## src/rtl/alg_issue_ctrl_pkg.sv

```systemverilog
// Shared types for the LC-3b extended-ALU issue path.
//   lc3b_types          : datapath word/register types, extended-op codes
//                         and the issue-controller FSM state enum.
//   alg_issue_ctrl_pkg  : controller-local constants and helpers.
// No ports (package file).

package lc3b_types;

    typedef logic [15:0] lc3b_word;
    typedef logic [2:0]  lc3b_reg;
    typedef logic [2:0]  op_x_bits;

    localparam op_x_bits op_nop = 3'd0;
    localparam op_x_bits op_mul = 3'd1;

    typedef enum logic [1:0] {
        IDLE  = 2'd0,
        BUSY  = 2'd1,
        WB_HI = 2'd2,
        WB_LO = 2'd3
    } alg_state_e;

endpackage

package alg_issue_ctrl_pkg;

    import lc3b_types::*;

    localparam int        WD_W   = 4;
    localparam logic [3:0] WD_MAX = 4'hF;

    // Register pair partner for the low half of a product; R7 wraps to R0.
    function automatic lc3b_reg next_reg(input lc3b_reg r);
        return r + 3'd1;
    endfunction

endpackage

```

## src/rtl/alg_issue_ctrl_if.sv

```systemverilog
// Bus between the issue controller and the multi-cycle functional unit.
//   fu_op, fu_opA, fu_opB : controller -> unit, request and operands
//   fu_done, fu_hi, fu_lo : unit -> controller, completion and product
//
// Handshake: fu_op == op_mul acts as "valid" and is held, together with
// stable operands, every cycle until the unit raises fu_done for one cycle
// ("ready"); fu_hi/fu_lo are only meaningful in that fu_done cycle.
// fu_op returns to op_nop the cycle after completion.

interface alg_issue_ctrl_if;
    import lc3b_types::*;

    op_x_bits fu_op;
    lc3b_word fu_opA;
    lc3b_word fu_opB;
    logic     fu_done;
    lc3b_word fu_hi;
    lc3b_word fu_lo;

    modport master (
        output fu_op, fu_opA, fu_opB,
        input  fu_done, fu_hi, fu_lo
    );

    modport slave (
        input  fu_op, fu_opA, fu_opB,
        output fu_done, fu_hi, fu_lo
    );
endinterface

```

## src/rtl/alg_issue_ctrl.sv

```systemverilog
// Issue controller for the multi-cycle multiply. Accepts op_mul from EX,
// stalls the front of the pipe while the functional unit works, then writes
// the 32-bit product back as two register writes: hi to dest, lo to dest+1.
// A 4-bit watchdog aborts an operation the unit never finishes.
// Ports:
//   clk, reset                    : clock, synchronous active-high reset
//   ex_valid, ex_op, ex_opA/B,
//   ex_dest                       : instruction presented by EX
//   stall                         : freeze fetch/decode/EX
//   fu                            : master side of alg_issue_ctrl_if
//   wb_we, wb_dest, wb_data       : register-file write port
//   timeout_err                   : sticky watchdog flag, cleared by reset
//   dbg_state                     : current FSM state

module alg_issue_ctrl
    import lc3b_types::*;
    import alg_issue_ctrl_pkg::*;
(
    input  logic       clk,
    input  logic       reset,
    input  logic       ex_valid,
    input  op_x_bits   ex_op,
    input  lc3b_word   ex_opA,
    input  lc3b_word   ex_opB,
    input  lc3b_reg    ex_dest,
    output logic       stall,
    alg_issue_ctrl_if.master fu,
    output logic       wb_we,
    output lc3b_reg    wb_dest,
    output lc3b_word   wb_data,
    output logic       timeout_err,
    output alg_state_e dbg_state
);

    alg_state_e      state_q, state_d;
    lc3b_word        opa_q, opb_q, hi_q, lo_q;
    lc3b_reg         dest_q;
    logic [WD_W-1:0] wd_q;
    logic            timeout_q;
    logic            issue;
    logic            wd_expired;

    assign issue      = (state_q == IDLE) && ex_valid && (ex_op == op_mul);
    // Only meaningful in BUSY; fu_done takes priority over expiry.
    assign wd_expired = (wd_q == WD_MAX) && !fu.fu_done;

    // State register
    always_ff @(posedge clk) begin
        if (reset) begin
            state_q <= IDLE;
        end else begin
            state_q <= state_d;
        end
    end

    // Next-state logic
    always_comb begin
        state_d = state_q;
        case (state_q)
            IDLE:    if (issue) state_d = BUSY;
            BUSY: begin
                if (fu.fu_done) begin
                    state_d = WB_HI;
                end else if (wd_expired) begin
                    state_d = IDLE;
                end
            end
            WB_HI:   state_d = WB_LO;
            WB_LO:   state_d = IDLE;
            default: state_d = IDLE;
        endcase
    end

    // Output logic
    always_comb begin
        stall    = (state_q != IDLE) || issue;
        fu.fu_op = op_nop;
        wb_we    = 1'b0;
        wb_dest  = '0;
        wb_data  = '0;
        case (state_q)
            BUSY: fu.fu_op = op_mul;
            WB_HI: begin
                wb_we   = 1'b1;
                wb_dest = dest_q;
                wb_data = hi_q;
            end
            WB_LO: begin
                wb_we   = 1'b1;
                wb_dest = next_reg(dest_q);
                wb_data = lo_q;
            end
            default: ;
        endcase
    end

    // Operands are presented continuously; fu_op alone qualifies them.
    assign fu.fu_opA   = opa_q;
    assign fu.fu_opB   = opb_q;
    assign timeout_err = timeout_q;
    assign dbg_state   = state_q;

    // Operand, result and watchdog registers
    always_ff @(posedge clk) begin
        if (reset) begin
            opa_q     <= '0;
            opb_q     <= '0;
            dest_q    <= '0;
            hi_q      <= '0;
            lo_q      <= '0;
            wd_q      <= '0;
            timeout_q <= 1'b0;
        end else begin
            if (issue) begin
                opa_q  <= ex_opA;
                opb_q  <= ex_opB;
                dest_q <= ex_dest;
                wd_q   <= '0;
            end
            if (state_q == BUSY) begin
                if (fu.fu_done) begin
                    hi_q <= fu.fu_hi;
                    lo_q <= fu.fu_lo;
                end else if (wd_expired) begin
                    timeout_q <= 1'b1;
                end else begin
                    wd_q <= wd_q + 1'b1;
                end
            end
        end
    end

endmodule

```

## src/flat_wrapper.sv

```systemverilog
// flat-port wrapper written by rule: the top's interface ports become plain ports
module alg_issue_ctrl_flat import lc3b_types::*; import alg_issue_ctrl_pkg::*;
  (clk, reset, ex_valid, ex_op, ex_opA, ex_opB, ex_dest, stall, wb_we, wb_dest, wb_data, timeout_err, dbg_state, fu_fu_op, fu_fu_opA, fu_fu_opB, fu_fu_done, fu_fu_hi, fu_fu_lo);
  alg_issue_ctrl_if fu_i ();
  input  logic clk;
  input  logic reset;
  input  logic ex_valid;
  input  op_x_bits ex_op;
  input  lc3b_word ex_opA;
  input  lc3b_word ex_opB;
  input  lc3b_reg ex_dest;
  output logic stall;
  output logic wb_we;
  output lc3b_reg wb_dest;
  output lc3b_word wb_data;
  output logic timeout_err;
  output alg_state_e dbg_state;
  output wire logic [$bits(fu_i.fu_op)-1:0] fu_fu_op;
  output wire logic [$bits(fu_i.fu_opA)-1:0] fu_fu_opA;
  output wire logic [$bits(fu_i.fu_opB)-1:0] fu_fu_opB;
  input wire logic [$bits(fu_i.fu_done)-1:0] fu_fu_done;
  input wire logic [$bits(fu_i.fu_hi)-1:0] fu_fu_hi;
  input wire logic [$bits(fu_i.fu_lo)-1:0] fu_fu_lo;
  assign fu_fu_op = fu_i.fu_op;
  assign fu_fu_opA = fu_i.fu_opA;
  assign fu_fu_opB = fu_i.fu_opB;
  assign fu_i.fu_done = fu_fu_done;
  assign fu_i.fu_hi = fu_fu_hi;
  assign fu_i.fu_lo = fu_fu_lo;
  alg_issue_ctrl u_core (.clk(clk), .reset(reset), .ex_valid(ex_valid), .ex_op(ex_op), .ex_opA(ex_opA), .ex_opB(ex_opB), .ex_dest(ex_dest), .stall(stall), .fu(fu_i), .wb_we(wb_we), .wb_dest(wb_dest), .wb_data(wb_data), .timeout_err(timeout_err), .dbg_state(dbg_state));
endmodule
```

## config.mk

```make
export PLATFORM = sky130hd
export DESIGN_NAME = alg_issue_ctrl_flat
export DESIGN_NICKNAME = d
export VERILOG_FILES = /design/src/rtl/alg_issue_ctrl_pkg.sv /design/src/rtl/alg_issue_ctrl_if.sv /design/src/rtl/alg_issue_ctrl.sv /design/src/flat_wrapper.sv
export SDC_FILE = /design/constraint.sdc
export NUM_CORES = 1
export LEC_CHECK = 0
export ABC_AREA = 1
export CELL_PAD_IN_SITES_DETAIL_PLACEMENT = 0
export CELL_PAD_IN_SITES_GLOBAL_PLACEMENT = 1
export CORE_MARGIN = 1
export CORE_UTILIZATION = 30
export CTS_BUF_LIST = sky130_fd_sc_hd__clkbuf_4
export DETAILED_ROUTE_END_ITERATION = 10
export HOLD_SLACK_MARGIN = 0.05
export PLACE_DENSITY = 0.88
export RECOVER_POWER = 50
export SLEW_MARGIN = 20
export SYNTH_ARGS = -nofsm -noshare
export SYNTH_HDL_FRONTEND = slang
export SYNTH_SLANG_ARGS = --single-unit
```

## constraint.sdc

```tcl
create_clock -name clk -period 1.55 [get_ports clk]
set_clock_uncertainty 0.1 [all_clocks]
set_input_delay 0.2325 -clock clk [delete_from_list [all_inputs] [get_ports clk]]
set_output_delay 0.2325 -clock clk [all_outputs]
set_load 0.02 [all_outputs]
```

==> impl_metrics.json, run 1 <==
{
  "status": "finished with violations",
  "violations": "negative setup slack",
  "cp.arrival_ns": 1.39,
  "dp_cells": 641,
  "gr-usage-met2_pct": 25.3,
  "async_flop_share_pct": 0,
  "grt_use_met1_pct": 19.7,
  "clock_path_buffers": 2,
  "wl_mm": 8.90,
  "path_max_fanout": 4,
  "syn_area_per_cell_um2": 7.87,
  "rows": 36,
  "netlist_area_um2": 3040,
  "fin_crit_sh_pct": 111,
  "rr_endpoint": "u_core.fu.fu_opB[12]",
  "grt_first_pass_wirelength_mm": 13.3,
  "ff2ff_setup_slack_ns": 0,
  "clkSlewWorstSetupHoldPaths_ns": 0.14,
  "min_path_cells": 3,
  "combPwrFrac_pct": 17.1,
  "synth_top_area_share_pct": 48.8,
  "worstSetupPathType": "reg2out",
  "io_buffers": 130,
  "fin_ws_ns": -0.174,
  "die_w_um": 103,
  "ys.flop_type": "dfxtp_1",
  "grtUsageTotal_pct": 16.3,
  "swShare_pct": 25.2,
  "final_util_pct": 52.0,
  "end_kind": "output pin",
  "seq_power_share_pct": 47.2,
  "ys_seq_area_share_pct": 48.8,
  "viasPerCell": 4.58,
  "power_mw": 4.29,
  "holdPathEnd": "u_core.hi_q[4]",
  "fmax_mhz": 580,
  "p_leak_nw": 2.03,
  "top_usage_layer": "met2",
  "netlist_top_cells_count": "75 x inv_1, 74 x dfxtp_1, 71 x a21oi_1",
  "hp-class": "in2reg",
  "use_met3_pct": 5.02,
  "start_util_pct": 31.1,
  "setup_tns_ns": -2.94,
  "synth_top_area_cell": "dfxtp_1",
  "start_kind": "flip-flop",
  "dp_hpwl_mm": 5.71,
  "htree_levels": 3,
  "r2r_cells": 7,
  "synth_edf_count": 0,
  "whs_ns": 0.305,
  "ys_seq_elements": 74,
  "cts_buffers": 9,
  "grt_setup_unrepaired": "yes",
  "ir_drop_v": 0.000377,
  "cts_tree": "built",
  "power.density_nw_per_um2": 843,
  "synth_most_common_cell": "inv_1",
  "min_period_ns": 1.72,
  "worstHoldStart": "fu_fu_hi[4]",
  "hold_viol": 0,
  "clock_latency_ns": 0.40,
  "antenna_found_initial": 1,
  "n_fill_cell": 933,
  "grt-ovfl-total": 0,
  "switchingPower_mw": 1.08,
  "syn_inst": 386,
  "clock_sinks": 74,
  "first_pass_iters": 5,
  "drive_gt1_share_pct": 22.6,
  "required_ns": 1.22,
  "place_area_um2": 4570,
  "yosysUniqueCellTypes": 23,
  "ys_top_cells_by_area": "dfxtp_1 49%, a21oi_1 12%, inv_1 9.3%, o21ai_0 8.1%, buf_6 4.4%",
  "grt_max_degree": 76,
  "nets": 603,
  "design_area_um2": 5090,
  "drv_cap": 0,
  "drt_drc_violations_left": 0,
  "ys.warnings.count": 0,
  "instances_no_fill": 666,
  "power_frac_clock_pct": 35.7,
  "cts-root-buf": "clkbuf_4",
  "grt_pass1_vias": 2793,
  "antenna_left": 0,
  "drt-initial-drc-count": 84,
  "internal_power_mw": 3.21,
  "core_area_um2": 9770,
  "io_pins": 133,
  "setup_viol_count_final": 20,
  "area_delta_synth_final_pct": 67.5,
  "vias": 3049,
  "die_h_um": 103,
  "gp_congestion": 0.782,
  "place_ws_ns": -0.346,
  "wl_per_cell_um": 13.4,
  "maxSlewViolCount": 0,
  "dieArea_um2": 10500
}
[flip-flops by register name, summed over array words and instances (netlist names), named ones only]
register and flops:
u_core.fu.fu_opA 16, u_core.fu.fu_opB 16, u_core.hi_q 16, u_core.lo_q 16
u_core.wd_q 4, u_core.dest_q 3, u_core.dbg_state 1, u_core.timeout_err 1
[what timing repair did]
| item | CTS | global route |
|---|---|---|
| buffers inserted | 0 | 4 |
| pin swaps | 5 | 7 |
| endpoints found under the setup margin | 96 | 66 |
| hold buffers | 0 | 0 |
| gates cloned | 0 | 4 |
| resized for setup | 192 | 83 |
[power groups by stage]
stage | logic [mW] | registers [mW] | clock network [mW]
CTS | 0.654 | 2.02 | 1.58
global route | 0.798 | 2.04 | 1.67
floorplan | 0.271 | 2.10 | 0
global placement | 0.647 | 2.06 | 0
finish | 0.732 | 2.02 | 1.53
detailed placement | 0.655 | 2.06 | 0
[final cells by class]
cell class	count	area, µm²	share of cell area (%)
timing repair buffer	158	1640	32.2
inverter	76	288	5.66
clock buffer	10	75.1	1.48
sequential	74	1490	29.3
tap	133	166	3.27
clock inverter	6	115	2.26
antenna	1	2.50	0.0492
multi-input combinational	208	1310	25.8
[worst max-delay path, stage by stage, from the launching register on]
cell and delay (ns):
dfxtp_4 0.40, buf_6 0.13, nor2_4 0.15, buf_4 0.14, nand2_4 0.04, buf_6 0.12
[per-layer routing]
layer  vias up  wire length (µm)
met3        20               540
li1       1537                 -
met2        87              4230
met5         -                 0
met4         0               255
met1      1405              3870
[worst max-delay path by stage]
| stage | slack [ns] | depth (start not counted) | to | from |
|---|---|---|---|---|
| finish | -0.17 | 5 | stall | flip-flop |
| global route | -0.24 | 5 | stall | flip-flop |
| global placement | -0.33 | 6 | stall | ex_valid |
| detailed placement | -0.35 | 6 | stall | ex_valid |
| floorplan | -0.07 | 4 | wb_dest[0] | u_core.dbg_state[0] |
| CTS | -0.18 | 5 | stall | flip-flop |
[cells by family after synthesis]
group | after synthesis | synth area share, %
AOI/OAI and AO/OA | 160 | 27.3
and+or+nand+nor | 44 | 6.55
adders and majority gates | 2 | 0.824
other | 1 | 0.123
DFF | 74 | 48.8
buffers and inverters | 105 | 16.4
[cells in the final DEF, fill, tap and decap left out, drive strengths merged, types with 2 or more instances in the layout]
| master | instances |
|---|---|
| inv | 76 |
| dfxtp | 74 |
| clkdlybuf4s50 | 73 |
| a21oi | 72 |
| o21ai | 71 |
| buf | 48 |
| dlygate4sd2 | 33 |
| nand2 | 22 |
| o22ai | 16 |
| nor2 | 14 |
| clkbuf | 14 |
| nand3 | 6 |
| bufinv | 3 |
| conb | 2 |
| clkinv | 2 |
| ha | 2 |
Power figures use the tool's default switching activity.
==> run 2, diff against run 1 <==
--- a/config.mk
+++ b/config.mk
@@ -6,14 +6,12 @@
 export NUM_CORES = 1
 export LEC_CHECK = 0
 export ABC_AREA = 1
-export CELL_PAD_IN_SITES_DETAIL_PLACEMENT = 0
-export CELL_PAD_IN_SITES_GLOBAL_PLACEMENT = 1
 export CORE_MARGIN = 1
-export CORE_UTILIZATION = 30
+export CORE_UTILIZATION = 43
 export CTS_BUF_LIST = sky130_fd_sc_hd__clkbuf_4
 export DETAILED_ROUTE_END_ITERATION = 10
 export HOLD_SLACK_MARGIN = 0.05
-export PLACE_DENSITY = 0.88
+export PLACE_DENSITY = 0.89
 export RECOVER_POWER = 50
 export SLEW_MARGIN = 20
 export SYNTH_ARGS = -nofsm -noshare
==> run 2 against run 1 <==
Net effect:
- count of clock-buffer cells in the layout decreased by 1
- critical endpoint is now wb_data[3]
- the flow still finishes with violations (negative setup slack)
- critical path depth rose by 1
- final cell count shrank 6.3%
- via count rose by 6.6%
- maximum frequency decreased by 4.0%
- non-clock buffer count down 3
- global-route usage up 6.6 points
- register-to-register slack worse by 0.12 ns
- setup slack worse by 0.073 ns
==> impl_metrics.json, run 2 (same netlist as run 1, synthesis figures left out) <==
{
  "vias": 3251,
  "rows": 30,
  "start_util_pct": 44.7,
  "drive_gt1_share_pct": 25.9,
  "fmax_mhz": 557,
  "grtUsageTotal_pct": 22.9,
  "cts-root-buf": "clkbuf_4",
  "fin_crit_sh_pct": 116,
  "dp_cells": 599,
  "clock_path_buffers": 2,
  "p_leak_nw": 2.01,
  "n_antenna_cell": 0,
  "setup_viol_count_final": 55,
  "final_util_pct": 74.3,
  "violations": "negative setup slack",
  "dp_hpwl_mm": 5.75,
  "r2r_cells": 8,
  "cts_tree": "built",
  "maxSlewViolCount": 0,
  "grt_pass1_vias": 2895,
  "drv_cap": 0,
  "min_period_ns": 1.80,
  "grt_setup_unrepaired": "yes",
  "wl_per_cell_um": 16.3,
  "htree_levels": 3,
  "clock_sinks": 74,
  "grt_first_pass_wirelength_mm": 13.2,
  "drt-initial-drc-count": 171,
  "io_pins": 133,
  "wl_mm": 10.2,
  "core_area_um2": 6790,
  "die_w_um": 86.1,
  "crit_start": "u_core.dbg_state[0]",
  "clock_latency_ns": 0.43,
  "fin_ws_ns": -0.247,
  "area_delta_synth_final_pct": 66.1,
  "status": "finished with violations",
  "rr_endpoint": "u_core.hi_q[8]",
  "cp.arrival_ns": 1.46,
  "grt_max_degree": 76,
  "first_pass_iters": 5,
  "hold_viol": 0,
  "required_ns": 1.22,
  "die_h_um": 86.1,
  "ir_drop_v": 0.000475,
  "io_buffers": 130,
  "start_kind": "flip-flop",
  "power_mw": 3.97,
  "clkSlewWorstSetupHoldPaths_ns": 0.12,
  "hp-class": "in2reg",
  "place_ws_ns": -0.361,
  "antenna_found_initial": 0,
  "grt-ovfl-total": 0,
  "end_kind": "output pin",
  "path_max_fanout": 7,
  "ff2ff_setup_slack_ns": -0.12,
  "final_common_cell": "inv_1",
  "worstHoldStart": "ex_opB[5]",
  "worstSetupPathType": "reg2out",
  "drt_drc_violations_left": 0,
  "antenna_left": 0,
  "viasPerCell": 5.21,
  "dieArea_um2": 7410,
  "instances_no_fill": 624,
  "nets": 600,
  "gp_congestion": 0.795,
  "min_path_cells": 3,
  "cts_buffers": 9,
  "r2r_start": "u_core.dbg_state[0]",
  "holdPathEnd": "u_core.fu.fu_opB[5]",
  "power.density_nw_per_um2": 788,
  "final_cell_mix": "74 x inv_1, 73 x clkdlybuf4s50_1, 69 x dfxtp_1, 64 x a21oi_1, 33 x dlygate4sd2_1"
}
run 2: changes by cell type in the layout (fill, tap and decap cells not counted), moves of 8 or more:
cell	delta
buf_6	-8
o21ai_0	+16
o21ai_1	-32
o21ai_2	+16
run 2: per-stage QoR:
step	hold slack (ns)	area, µm²	setup TNS, ns
finish	0.302	5040	-5.90
global route	0.306	5040	-9.20
CTS	0.298	4580	-3.40
detailed placement	0.335	4460	-15.06
global placement	0.329	4460	-12.86
floorplan	0.202	3110	-0.832
run 2: routing by layer:
| metal | GRT usage, % | routed length (µm) |
|---|---|---|
| met5 | 0 | 0 |
| met4 | 12.9 | 486 |
| met3 | 4.91 | 572 |
| met2 | 41.6 | 5310 |
| met1 | 24.4 | 3790 |
run 2: repair_timing:
action / in CTS / in global routing
buffers inserted: 0 / 4
gates resized for setup: 172 / 111
pin swaps: 3 / 9
setup endpoints to repair: 96 / 78
gates cloned: 0 / 6
hold buffers: 0 / 0
run 2: worst max path at each step:
stage,endpoint,slack (ns),cells after the start
floorplan,wb_dest[0],-0.07,4
global placement,stall,-0.35,6
detailed placement,stall,-0.36,6
CTS,wb_data[2],-0.20,6
global route,wb_data[2],-0.30,6
finish,wb_data[3],-0.25,6
run 2: final cells by class:
| type | instances | area [µm²] |
|---|---|---|
| flip-flops and latches | 74 | 1490 |
| inverters | 76 | 290 |
| fillers | 460 | 1750 |
| multi-input cells | 208 | 1410 |
| clock buffers | 9 | 67.6 |
| repair buffers | 155 | 1610 |
| clock inverters | 6 | 58.8 |
| well taps | 96 | 120 |
run 2: critical path: stages, from the launching register on:
cell,delay [ns]
dfxtp_4,0.40
inv_4,0.07
nand2_4,0.06
buf_8,0.14
buf_12,0.13
o22ai_2,0.10
buf_6,0.14
run 2: power breakdown:
group          switching, mW  total (mW)  internal [mW]
clock network          0.696        1.17          0.472
registers             0.0459        2.03           1.99
logic                  0.383       0.775          0.391
